`src/rtl/if_stage.sv`:
```
// Instruction-fetch stage with IF/ID register and a one-entry skid buffer.
// Optional performance counters are enabled by defining IF_PERF_EN.
module if_stage #(
  parameter logic [31:0] RESET_PC = 32'h0000_0000
) (
  input  logic        clk,
  input  logic        rst,
  output logic        imem_req,
  output logic [31:0] imem_addr,
  input  logic        imem_ack,
  input  logic [31:0] imem_rdata,
  input  logic        stall,
  input  logic        redirect,
  input  logic [31:0] redirect_pc,
  output logic [31:0] instruction,
  output logic [31:0] pc_plus4,
  output logic        if_valid,
  output logic [31:0] fetch_count,
  output logic [31:0] bubble_count
);

  // state | meaning
  // BOOT  | first cycle after reset, no request
  // FETCH | request at pc outstanding
  // SKID  | fetched word parked while ID is stalled
  // DRAIN | waiting out a request orphaned by a redirect
  typedef enum logic [1:0] {BOOT, FETCH, SKID, DRAIN} state_t;

  state_t      state, state_nxt;
  logic [31:0] pc, pc_nxt;
  logic [31:0] drain_addr, drain_addr_nxt;
  logic [31:0] skid_instr, skid_instr_nxt;
  logic [31:0] skid_pc4, skid_pc4_nxt;
  logic [31:0] instr_nxt, pc4_nxt;
  logic        valid_nxt;
  logic [31:0] pc_inc, target;

  assign pc_inc    = pc + 32'd4;
  assign target    = {redirect_pc[31:2], 2'b00};
  assign imem_req  = (state == FETCH) || (state == DRAIN);
  assign imem_addr = (state == DRAIN) ? drain_addr : pc;

  always_ff @(posedge clk or negedge rst) begin
    if (!rst) begin
      state       <= BOOT;
      pc          <= RESET_PC;
      drain_addr  <= RESET_PC;
      skid_instr  <= 32'h0;
      skid_pc4    <= 32'h0;
      instruction <= 32'h0;
      pc_plus4    <= 32'h0;
      if_valid    <= 1'b0;
    end else begin
      state       <= state_nxt;
      pc          <= pc_nxt;
      drain_addr  <= drain_addr_nxt;
      skid_instr  <= skid_instr_nxt;
      skid_pc4    <= skid_pc4_nxt;
      instruction <= instr_nxt;
      pc_plus4    <= pc4_nxt;
      if_valid    <= valid_nxt;
    end
  end

  always_comb begin
    state_nxt      = state;
    pc_nxt         = pc;
    drain_addr_nxt = drain_addr;
    skid_instr_nxt = skid_instr;
    skid_pc4_nxt   = skid_pc4;
    instr_nxt      = instruction;
    pc4_nxt        = pc_plus4;
    valid_nxt      = if_valid;
    case (state)
      BOOT: state_nxt = FETCH;
      FETCH: begin
        if (redirect) begin
          instr_nxt = 32'h0;
          pc4_nxt   = 32'h0;
          valid_nxt = 1'b0;
          pc_nxt    = target;
          // An unacked request cannot be withdrawn; wait it out in DRAIN.
          if (!imem_ack) begin
            drain_addr_nxt = pc;
            state_nxt      = DRAIN;
          end
        end else if (imem_ack && !stall) begin
          instr_nxt = imem_rdata;
          pc4_nxt   = pc_inc;
          valid_nxt = 1'b1;
          pc_nxt    = pc_inc;
        end else if (imem_ack) begin
          skid_instr_nxt = imem_rdata;
          skid_pc4_nxt   = pc_inc;
          pc_nxt         = pc_inc;
          state_nxt      = SKID;
        end else if (!stall) begin
          instr_nxt = 32'h0;
          pc4_nxt   = 32'h0;
          valid_nxt = 1'b0;
        end
      end
      SKID: begin
        if (redirect) begin
          instr_nxt = 32'h0;
          pc4_nxt   = 32'h0;
          valid_nxt = 1'b0;
          pc_nxt    = target;
          state_nxt = FETCH;
        end else if (!stall) begin
          instr_nxt = skid_instr;
          pc4_nxt   = skid_pc4;
          valid_nxt = 1'b1;
          state_nxt = FETCH;
        end
      end
      DRAIN: begin
        instr_nxt = 32'h0;
        pc4_nxt   = 32'h0;
        valid_nxt = 1'b0;
        if (redirect) begin
          pc_nxt = target;
        end else if (imem_ack) begin
          state_nxt = FETCH;
        end
      end
      default: state_nxt = BOOT;
    endcase
  end

`ifdef IF_PERF_EN
  logic        load_valid;
  logic [31:0] fetch_q, bubble_q;

  assign load_valid = !redirect && !stall &&
                      (((state == FETCH) && imem_ack) || (state == SKID));

  always_ff @(posedge clk or negedge rst) begin
    if (!rst) begin
      fetch_q  <= 32'h0;
      bubble_q <= 32'h0;
    end else begin
      if (load_valid) fetch_q <= fetch_q + 32'd1;
      if ((state != BOOT) && !if_valid) bubble_q <= bubble_q + 32'd1;
    end
  end

  assign fetch_count  = fetch_q;
  assign bubble_count = bubble_q;
`else
  assign fetch_count  = 32'h0;
  assign bubble_count = 32'h0;
`endif

endmodule
```
`config.mk`:
```
export PLATFORM = sky130hd
export DESIGN_NAME = if_stage
export DESIGN_NICKNAME = d
export VERILOG_FILES = /design/src/rtl/if_stage.sv
export SDC_FILE = /design/constraint.sdc
export NUM_CORES = 1
export LEC_CHECK = 0
export CAP_MARGIN = 20
export CORE_ASPECT_RATIO = 0.7
export CORE_MARGIN = 2
export CORE_UTILIZATION = 35
export CTS_CLUSTER_DIAMETER = 50
export DETAILED_ROUTE_END_ITERATION = 6
export RECOVER_POWER = 100
export SLEW_MARGIN = 20
export SYNTH_ARGS = -nofsm -noshare
export SYNTH_HDL_FRONTEND = slang
export SYNTH_SLANG_ARGS = --single-unit
```
`constraint.sdc`:
```
create_clock -name clk -period 2.26 [get_ports clk]
set_clock_uncertainty 0.05 [all_clocks]
set_input_delay 0.452 -clock clk [delete_from_list [all_inputs] [get_ports clk]]
set_output_delay 0.452 -clock clk [all_outputs]
set_load 0.03 [all_outputs]
```
# == Yosys cells after proc, flatten, opt, wreduce, memory -nomap -nowiden ==
# Cells that the tools add are included.
# classes
add_sub_neg,1
eq_ne,13
n_mux,34
n_bitwise,3
n_reduce_logical,12
# op_table
operator,n
$mux W32,15
$pmux W32 S3,2
$pmux W32 S2,1
$add A32 B3 Y32 const B,1
$mux W2,8
$ne A3 B3 Y1 const B,4
$ne A4 B3 Y1 const B,3
$pmux W2 S4,1
$reduce_and A4 Y1,2
$mux W1,6
$reduce_and A3 Y1,2
$reduce_and A6 Y1,1
$eq A2 B2 Y1 const B,2
$ne A2 B2 Y1 const B,2
$not A1 Y1,3
$pmux W1 S3,1
$reduce_bool A3 Y1,1
$eq A2 B1 Y1 const B,1
$logic_not A2 Y1,1
$ne A2 B1 Y1 const B,1
$reduce_bool A2 Y1,1
$reduce_or A2 Y1,1
$logic_and A1 B1 Y1,1
$logic_not A1 Y1,1
$logic_or A1 B1 Y1,1
# totals
reg_bits,195
out_inout_bits,162
word_cells,71

# == Logic depth before layout (Yosys ltp) ==
# Gate-level depths: netlist of the first run.
# logic_depth
ltp_word,5
ltp_mapped,8

# == Worst setup path after synthesis of the first run ==
# OpenSTA, ideal clock, no wires.
# synth_path
path_type,flip-flop to flip-flop
start,reg pc[2]
end,reg pc_plus4[24]
setup_time_ps,69
arrival_time_ps,1860
required_time_ps,2141
setup_slack_ps,281
path_stages_with_launch,9
path_buffers,2
period_less_slack_ps,1979
path_cell_list,dfrtp_1 ha_1 and3_1 buf_4 and4_1 buf_2 nand3_1 mux2_2 nand3_1
# synth_via
elab_chain_len,4
# synth_lines
element,line,source
start: declaration,30,"logic [31:0] pc, pc_nxt;"
start signal: assignment,55,pc <= pc_nxt;
$add A32 B3 Y32,38,assign pc_inc = pc + 32'd4;
$mux W32,87,end else if (imem_ack && !stall) begin
$mux W32,77,if (redirect) begin
$pmux W32 S3,74,case (state)
end signal: assignment,60,pc_plus4 <= pc4_nxt;
end: declaration,16,"output logic [31:0] pc_plus4,"
# No other way between the ends.
# A chain may end at the register's enable or synchronous reset.

# == Final worst setup path of the first run ==
# layout_path
start,reg state[1]
end,out imem_addr[25]
# layout_via
elab_chain_len,2
# layout_lines
element,line,source
start: declaration,29,"state_t state, state_nxt;"
start signal: assignment,54,state <= state_nxt;
$eq A2 B2 Y1,41,assign imem_addr = (state == DRAIN) ? drain_addr : pc;
$mux W32,41,
end: declaration,9,"output logic [31:0] imem_addr,"
# No other way between the ends.

==> insert_results.sql, run 1 <==
INSERT INTO impl_metrics (metric_group, metric, value, unit) VALUES
('place', 'globalplace.congestion', '0.800', ''),
('routing', 'routed_via_density', '4.99', ''),
('critical_path', 'worst_path_dominant_cell_family', 'flip-flops', ''),
('place', 'cell_area_reported_after_detailed_placement', '11600', 'sq um'),
('place', 'portBuffers', '162', ''),
('global_route', 'grt_usage', '0.184', ''),
('logic_synthesis', 'synth-warning-count', '0', ''),
('sta', 'post_route_setup_tns', '0', 'ps'),
('finish', 'nets', '1250', ''),
('critical_path', 'startpoint_type', 'register', ''),
('global_route', 'first_global_vias', '7112', ''),
('clock_network', 'cts_tree', 'done', ''),
('logic_synthesis', 'synth_compound_gate_area_share', '0.129', ''),
('critical_path', 'path_cells', 'nand2_8 -> clkbuf_16 -> mux2_2 -> buf_6', ''),
('logic_synthesis', 'synth.avg_cell_area', '9.41', 'sq um'),
('logic_synthesis', 'synth_simple_gate_area_frac', '0.180', ''),
('logic_synthesis', 'post-synth-top-area-fraction', '0.495', ''),
('routing', 'avgRoutedWirePerCell', '17.2', 'um'),
('logic_synthesis', 'synth_adder_area_share', '0.00237', ''),
('die', 'core_area', '26700', 'sq um'),
('finish', 'number_of_inserted_filler_cells_in_the_final_layout', '2530', ''),
('global_route', 'antenna_found_initial', '2', ''),
('power', 'power_per_cell_area', '948', 'nW/um^2'),
('logic_synthesis', 'postSynth.topFlopCell', 'dfrtp_1', ''),
('critical_path', 'crit_fanout', '8', ''),
('min_path', 'hold_path_class', 'register to register', ''),
('logic_synthesis', 'synth_seq_area_share', '0.495', ''),
('routing', 'final_ant_viol_nets', '0', ''),
('sta', 'max_slew.worst_pin.slew', '1050', 'ps'),
('die', 'row_count', '50', ''),
('critical_path', 'crit_type', 'register to output port', ''),
('clock_network', 'cts.reportedPaths.clkPinSlew', '70', 'ps'),
('sta', 'worst_slew_margin_rel', '0.301', ''),
('sta', 'unrepaired_setup_endpoints_after_global_routing', 'true', ''),
('die', 'die_area', '28500', 'sq um'),
('logic_synthesis', 'postSynthRegisterBits', '188', ''),
('finish', 'finish.utilization', '0.464', ''),
('flow_run', 'drv_cap', '0', ''),
('place', 'detailed_place_hpwl', '18400', 'um'),
('die', 'start_util', '0.356', ''),
('die', 'design.portCount', '231', ''),
('die', 'die_height', '142', 'um'),
('logic_synthesis', 'muxShareOfSynthArea', '0.0780', ''),
('sta', 'finalHoldViolations', '0', ''),
('critical_path', 'critical_path.slowest_cell', 'dfrtp_2', ''),
('finish', 'fin_area', '12400', 'sq um'),
('routing', 'detail_route.wirelength', '26700', 'um'),
('sta', 'final.min_clock_period', '2220', 'ps'),
('finish', 'synthToLayoutAreaGrowth', '30.5', '%'),
('critical_path', 'cp.required', '1760', 'ps'),
('logic_synthesis', 'ys_top_cells_by_area', 'dfrtp_1 50%, mux2_2 7.5%, nand2_1 7.2%', ''),
('power', 'worst_ir_drop_vdd', '0.570', 'mV'),
('critical_path', 'cp-end-kind', 'output port', ''),
('logic_synthesis', 'synth_top_family_by_area', 'simple AND/OR/NAND/NOR gates', ''),
('power', 'p_leak', '5.64', 'nW'),
('clock_network', 'htreeDepth', '4', ''),
('routing', 'detail_route.iter0.violations', '516', ''),
('routing', 'dr_pass1_iterations', '5', ''),
('clock_network', 'cts_inserted_buffers', '17', ''),
('sta', 'slew_violations', '0', ''),
('clock_network', 'worst_skew_pair.late_latency', '440', 'ps'),
('routing', 'detailroute.via_count', '7781', ''),
('clock_network', 'root_buffer', 'clkbuf_16', ''),
('global_route', 'grt_pass1_wl', '40800', 'um'),
('die', 'dieWidth', '201', 'um'),
('critical_path', 'cp_data_arrival_time', '1720', 'ps'),
('clock_network', 'clock_sinks', '188', ''),
('clock_network', 'clock_path_buffers', '2', ''),
('logic_synthesis', 'synth_edf_count', '0', ''),
('finish', 'share_of_cells_above_drive_strength_1', '0.182', ''),
('critical_path', 'critical_path.max_stage_delay', '460', 'ps'),
('sta', 'layout_worst_path_cycle_share', '0.985', ''),
('logic_synthesis', 'post_synth_num_cell_types', '52', ''),
('sta', 'fmaxAchievable', '449', 'MHz'),
('logic_synthesis', 'synthDominantAreaCellType', 'dfrtp_1', ''),
('status', 'run_status', 'completed', ''),
('global_route', 'globalRouteOverflowTotal', '0', ''),
('logic_synthesis', 'postSynthCellCount', '1010', ''),
('sta', 'setup_viol', '0', ''),
('global_route', 'grt_start_max_net_pins', '52', ''),
('logic_synthesis', 'xor_xnor_portion_of_the_synthesized_cell_area', '0.0231', ''),
('critical_path', 'crit_buf_inv', '2', ''),
('logic_synthesis', 'synth_area', '9500', 'sq um'),
('logic_synthesis', 'async_flop_share', '1.00', ''),
('routing', 'drc', '0', '');
[final cells by class]
| cell class | instances | area [sq um] | area share |
|---|---|---|---|
| flip-flops and latches | 188 | 4710 | 0.380 |
| diodes | 1 | 2.50 | 0.000202 |
| well taps | 364 | 455 | 0.0367 |
| repair buffers | 232 | 2370 | 0.191 |
| inverters | 7 | 26.3 | 0.00212 |
| multi-input cells | 734 | 4270 | 0.344 |
| clock buffers | 19 | 443 | 0.0357 |
| clock inverters | 13 | 133 | 0.0107 |
[metrics by stage]
step / power, mW / instances / setup WS, ps / hold slack (ps)
floorplan: 7.21 / 1075 / 281 / 106
global placement: 8.52 / 1518 / -18.0 / 348
detailed placement: 8.62 / 1518 / -22.9 / 349
CTS: 11.7 / 1552 / -39.5 / 429
global route: 12.4 / 1558 / -15.9 / 443
finish: 11.8 / 1558 / 35.0 / 426
[synth_stat cells, types with 16 or more instances]
| library cell | count |
|---|---|
| nand2_1 | 182 |
| xor2_1 | 18 |
| nand3_1 | 26 |
| clkbuf_1 | 46 |
| buf_4 | 69 |
| o21ai_0 | 37 |
| buf_2 | 25 |
| mux2_2 | 63 |
| dfrtp_1 | 188 |
| nor2_1 | 122 |
| o21ai_1 | 16 |
| o22ai_1 | 18 |
| a21oi_1 | 45 |
| a221oi_1 | 41 |
[metal layers]
| layer | track usage | routed length [um] |
|---|---|---|
| met3 | 0.0485 | 2060 |
| met2 | 0.250 | 11000 |
| met5 | 0 | 13 |
| met4 | 0.0405 | 212 |
| met1 | 0.286 | 13500 |
[worst register-to-register path: cells and delay by family, from the launching register on]
| kind | cells | cell delay, ps |
|---|---|---|
| DFF | 1 | 360 |
| and+or+nand+nor | 3 | 1030 |
| AOI/OAI and AO/OA | 1 | 130 |
| xor gates and xnor gates | 1 | 220 |
| adders and majority gates | 1 | 210 |
[placed cells by master (no fill, tap or decap), types with 25 or more instances in the layout]
cell | Yosys | layout
conb_1 | 1 | 66
nor2_1 | 122 | 120
nand2_1 | 182 | 181
o21ai_0 | 37 | 37
nand3_1 | 26 | 25
mux2_2 | 63 | 56
buf_4 | 69 | 54
clkdlybuf4s50_1 | 0 | 130
dfrtp_1 | 188 | 186
a221oi_1 | 41 | 41
a21oi_1 | 45 | 44
[state kept, by name (all words and copies together) (netlist names)]
register and cells:
drain_addr 30, skid_pc4 30, state 2, skid_instr 32
pc_plus4 31, if_valid 1, pc 30, instruction 32
[logic make-up (layout without fill, tap and decap cells)]
family          count (synthesis)  in the layout
compound gates                189            189
xor+xnor                       25             25
fa+ha+maj                       2              2
buf+inv                       154            271
flops                         188            188
mux                            66             66
other cells                     1             67
simple gates                  385            386
[repair_timing]
item | CTS | global route
hold buffers | 1 | 0
pin swaps | 0 | 2
gates resized for setup | 33 | 23
cloned | 0 | 4
buffers inserted | 1 | 1
endpoints found under the hold margin | 33 | 0
endpoints found under the setup margin | 30 | 31
[power by group]
part,internal [mW],switching (mW)
clock network,1.58,1.42
logic,1.77,2.23
registers,4.21,0.550
total,7.56,4.20
[final timing paths]
kind	from	to	slack [ps]	cells past startpoint
min reg2reg	skid_instr[20]	skid_instr[20]	430	2
max in group asynchronous	rst	drain_addr[24]	280	3
max reg2reg	pc[3]	pc_plus4[16]	140	6
min in group asynchronous	rst	skid_instr[27]	690	2
max	state[1]	imem_addr[25]	40	4
min	skid_instr[20]	skid_instr[20]	430	2
Note: power is estimated with default switching activity, not from simulation.
==> run 2: changes to the inputs <==
--- a/config.mk
+++ b/config.mk
@@ -9,6 +9,7 @@
 export CORE_ASPECT_RATIO = 0.7
 export CORE_MARGIN = 2
 export CORE_UTILIZATION = 35
+export CTS_BUF_LIST = sky130_fd_sc_hd__clkbuf_16
 export CTS_CLUSTER_DIAMETER = 50
 export DETAILED_ROUTE_END_ITERATION = 6
 export RECOVER_POWER = 100
==> constraint.sdc (replaced) <==
create_clock -name clk -period 1.99 [get_ports clk]
set_clock_uncertainty 0.05 [all_clocks]
set_input_delay 0.398 -clock clk [delete_from_list [all_inputs] [get_ports clk]]
set_output_delay 0.398 -clock clk [all_outputs]
set_load 0.03 [all_outputs]
==> run 2 against run 1 <==
The run now ends with negative setup slack left. Sequential cell count unchanged. Utilization is 1.8 points higher. Critical path depth unchanged. First-iteration DRC count grew 7.2%. Via count rose by 2.5%. Clock power increased by 17%. Critical endpoint is now imem_addr[31]. Largest power group unchanged.
==> insert_results.sql, run 2 (synthesis gave the netlist of run 1 again) <==
INSERT INTO impl_metrics (metric_group, metric, value, unit) VALUES
('finish', 'top_regs', 'instruction (32), skid_instr (32), pc_plus4 (31)', ''),
('sta', 'finalHoldViolations', '0', ''),
('clock_network', 'htreeDepth', '4', ''),
('global_route', 'first_global_vias', '7533', ''),
('sta', 'layout_worst_path_cycle_share', '1.06', ''),
('critical_path', 'cp-end-kind', 'output port', ''),
('global_route', 'grt_usage', '0.195', ''),
('global_route', 'grt_pass1_wl', '43200', 'um'),
('global_route', 'antenna_found_initial', '1', ''),
('routing', 'dr_pass1_iterations', '5', ''),
('routing', 'detail_route.wirelength', '27900', 'um'),
('place', 'globalplace.congestion', '0.839', ''),
('min_path', 'hold_path_class', 'register to register', ''),
('die', 'row_count', '50', ''),
('critical_path', 'worstSetupStartpoint', 'state[1]', ''),
('finish', 'nets', '1290', ''),
('sta', 'slew_violations', '0', ''),
('critical_path', 'crit_type', 'register to output port', ''),
('critical_path', 'timing.rr.start', 'state[1]', ''),
('critical_path', 'regToRegEndpoint', 'instruction[16]', ''),
('sta', 'final.min_clock_period', '2120', 'ps'),
('power', 'p_leak', '6.02', 'nW'),
('critical_path', 'worst_r2r_path_depth', '7', ''),
('critical_path', 'regToRegSetupSlack', '-110', 'ps'),
('power', 'fin_total_pwr', '13.9', 'mW'),
('critical_path', 'startpoint_type', 'register', ''),
('die', 'start_util', '0.356', ''),
('routing', 'detailroute.via_count', '7978', ''),
('global_route', 'globalRouteOverflowTotal', '0', ''),
('place', 'cell_area_reported_after_detailed_placement', '12000', 'sq um'),
('finish', 'number_of_inserted_filler_cells_in_the_final_layout', '2527', ''),
('routing', 'routed_via_density', '4.99', ''),
('finish', 'fin_area', '12900', 'sq um'),
('die', 'dieWidth', '201', 'um'),
('clock_network', 'clock_sinks', '188', ''),
('finish', 'finish.utilization', '0.482', ''),
('sta', 'post_route_setup_tns', '-3890', 'ps'),
('place', 'portBuffers', '162', ''),
('clock_network', 'cts_tree', 'done', ''),
('sta', 'max_slew.worst_pin.slew', '1130', 'ps'),
('status', 'run_status', 'finished with violations', ''),
('die', 'die_area', '28500', 'sq um'),
('power', 'worst_ir_drop_vdd', '0.681', 'mV'),
('flow_run', 'drv_cap', '0', ''),
('finish', 'mostFrequentLayoutCells', '188 x dfrtp_1, 180 x nand2_1, 119 x nor2_1', ''),
('min_path', 'hold_path_end', 'skid_pc4[18]', ''),
('critical_path', 'crit_fanout', '7', ''),
('die', 'core_area', '26700', 'sq um'),
('routing', 'final_ant_viol_nets', '0', ''),
('clock_network', 'cts.reportedPaths.clkPinSlew', '70', 'ps'),
('finish', 'share_of_cells_above_drive_strength_1', '0.225', ''),
('die', 'design.portCount', '231', ''),
('clock_network', 'root_buffer', 'clkbuf_16', ''),
('sta', 'setup_viol', '56', ''),
('sta', 'worst_slew_margin_rel', '0.246', ''),
('finish', 'layout.cells.most_common', 'dfrtp_1', ''),
('min_path', 'min_delay_path_depth', '2', ''),
('status', 'failed_checks', 'negative setup slack', ''),
('min_path', 'holdCritStartpoint', 'skid_pc4[18]', ''),
('sta', 'unrepaired_setup_endpoints_after_global_routing', 'true', ''),
('power', 'power_per_cell_area', '1080', 'nW/um^2'),
('global_route', 'grt_start_max_net_pins', '49', ''),
('die', 'die_height', '142', 'um'),
('sta', 'finalWorstSetupSlack', '-126', 'ps'),
('clock_network', 'clock_path_buffers', '2', ''),
('place', 'detailed_place_hpwl', '19000', 'um'),
('sta', 'fmaxAchievable', '473', 'MHz'),
('finish', 'synthToLayoutAreaGrowth', '35.6', '%'),
('critical_path', 'cp_data_arrival_time', '1670', 'ps'),
('clock_network', 'worst_skew_pair.late_latency', '440', 'ps'),
('clock_network', 'cts_inserted_buffers', '17', ''),
('routing', 'detail_route.iter0.violations', '553', ''),
('routing', 'avgRoutedWirePerCell', '17.5', 'um'),
('routing', 'drc', '0', ''),
('critical_path', 'cp.required', '1540', 'ps');
run 2: what timing repair did:
item                                    CTS  global route
buffers inserted                          5             6
pin swaps                                 2            11
gates cloned                              2             2
hold buffers                              1             0
endpoints found under the hold margin    40             0
endpoints found under the setup margin   60           122
resized for setup                       125            50
run 2: worst max-delay path by stage:
stage / to / cells after the start
2_1_floorplan: pc_plus4[24] / 8
4_1_cts: imem_addr[18] / 5
3_5_place_dp: instruction[16] / 6
6_report: imem_addr[31] / 4
3_3_place_gp: drain_addr[8] / 4
5_1_grt: instruction[16] / 7
run 2: layer usage:
metal  up-vias  GRT usage  share of wire
met5         -          0              0
met3        30     0.0494          0.071
met2       281      0.260           0.41
met4         0     0.0530          0.014
li1       3757          -              -
met1      3910      0.306           0.50
run 2: critical path, cell delays in order, from the launching register on:
cell     delay, ps
dfrtp_1        420
nand2_4        170
buf_12         170
mux2_4         320
buf_6          140
run 2: where the power goes:
part / leakage, nW / internal, mW / switching [mW]
combinational: 3.38 / 2.31 / 2.74
clock: 0.287 / 1.88 / 1.61
sequential: 2.35 / 4.78 / 0.576
run 2: final cells by class:
| type | instances | area (sq um) | area share |
|---|---|---|---|
| Clock inverter | 15 | 163 | 0.0126 |
| Clock buffer | 17 | 425 | 0.0330 |
| Sequential cell | 188 | 4700 | 0.365 |
| Tap cell | 364 | 455 | 0.0354 |
| Antenna cell | 1 | 2.50 | 0.000194 |
| Timing Repair Buffer | 273 | 2620 | 0.204 |
| Inverter | 7 | 26.3 | 0.00204 |
| Multi-Input combinational cell | 733 | 4480 | 0.348 |
run 2: through the flow:
step | setup slack [ps] | instances | hold WS (ps)
final | -126 | 1598 | 427
after global routing | -175 | 1597 | 448
after CTS | -185 | 1591 | 417
after detailed placement | -264 | 1552 | 318
after global placement | -290 | 1552 | 317
after floorplan | 11.2 | 1075 | 52.4
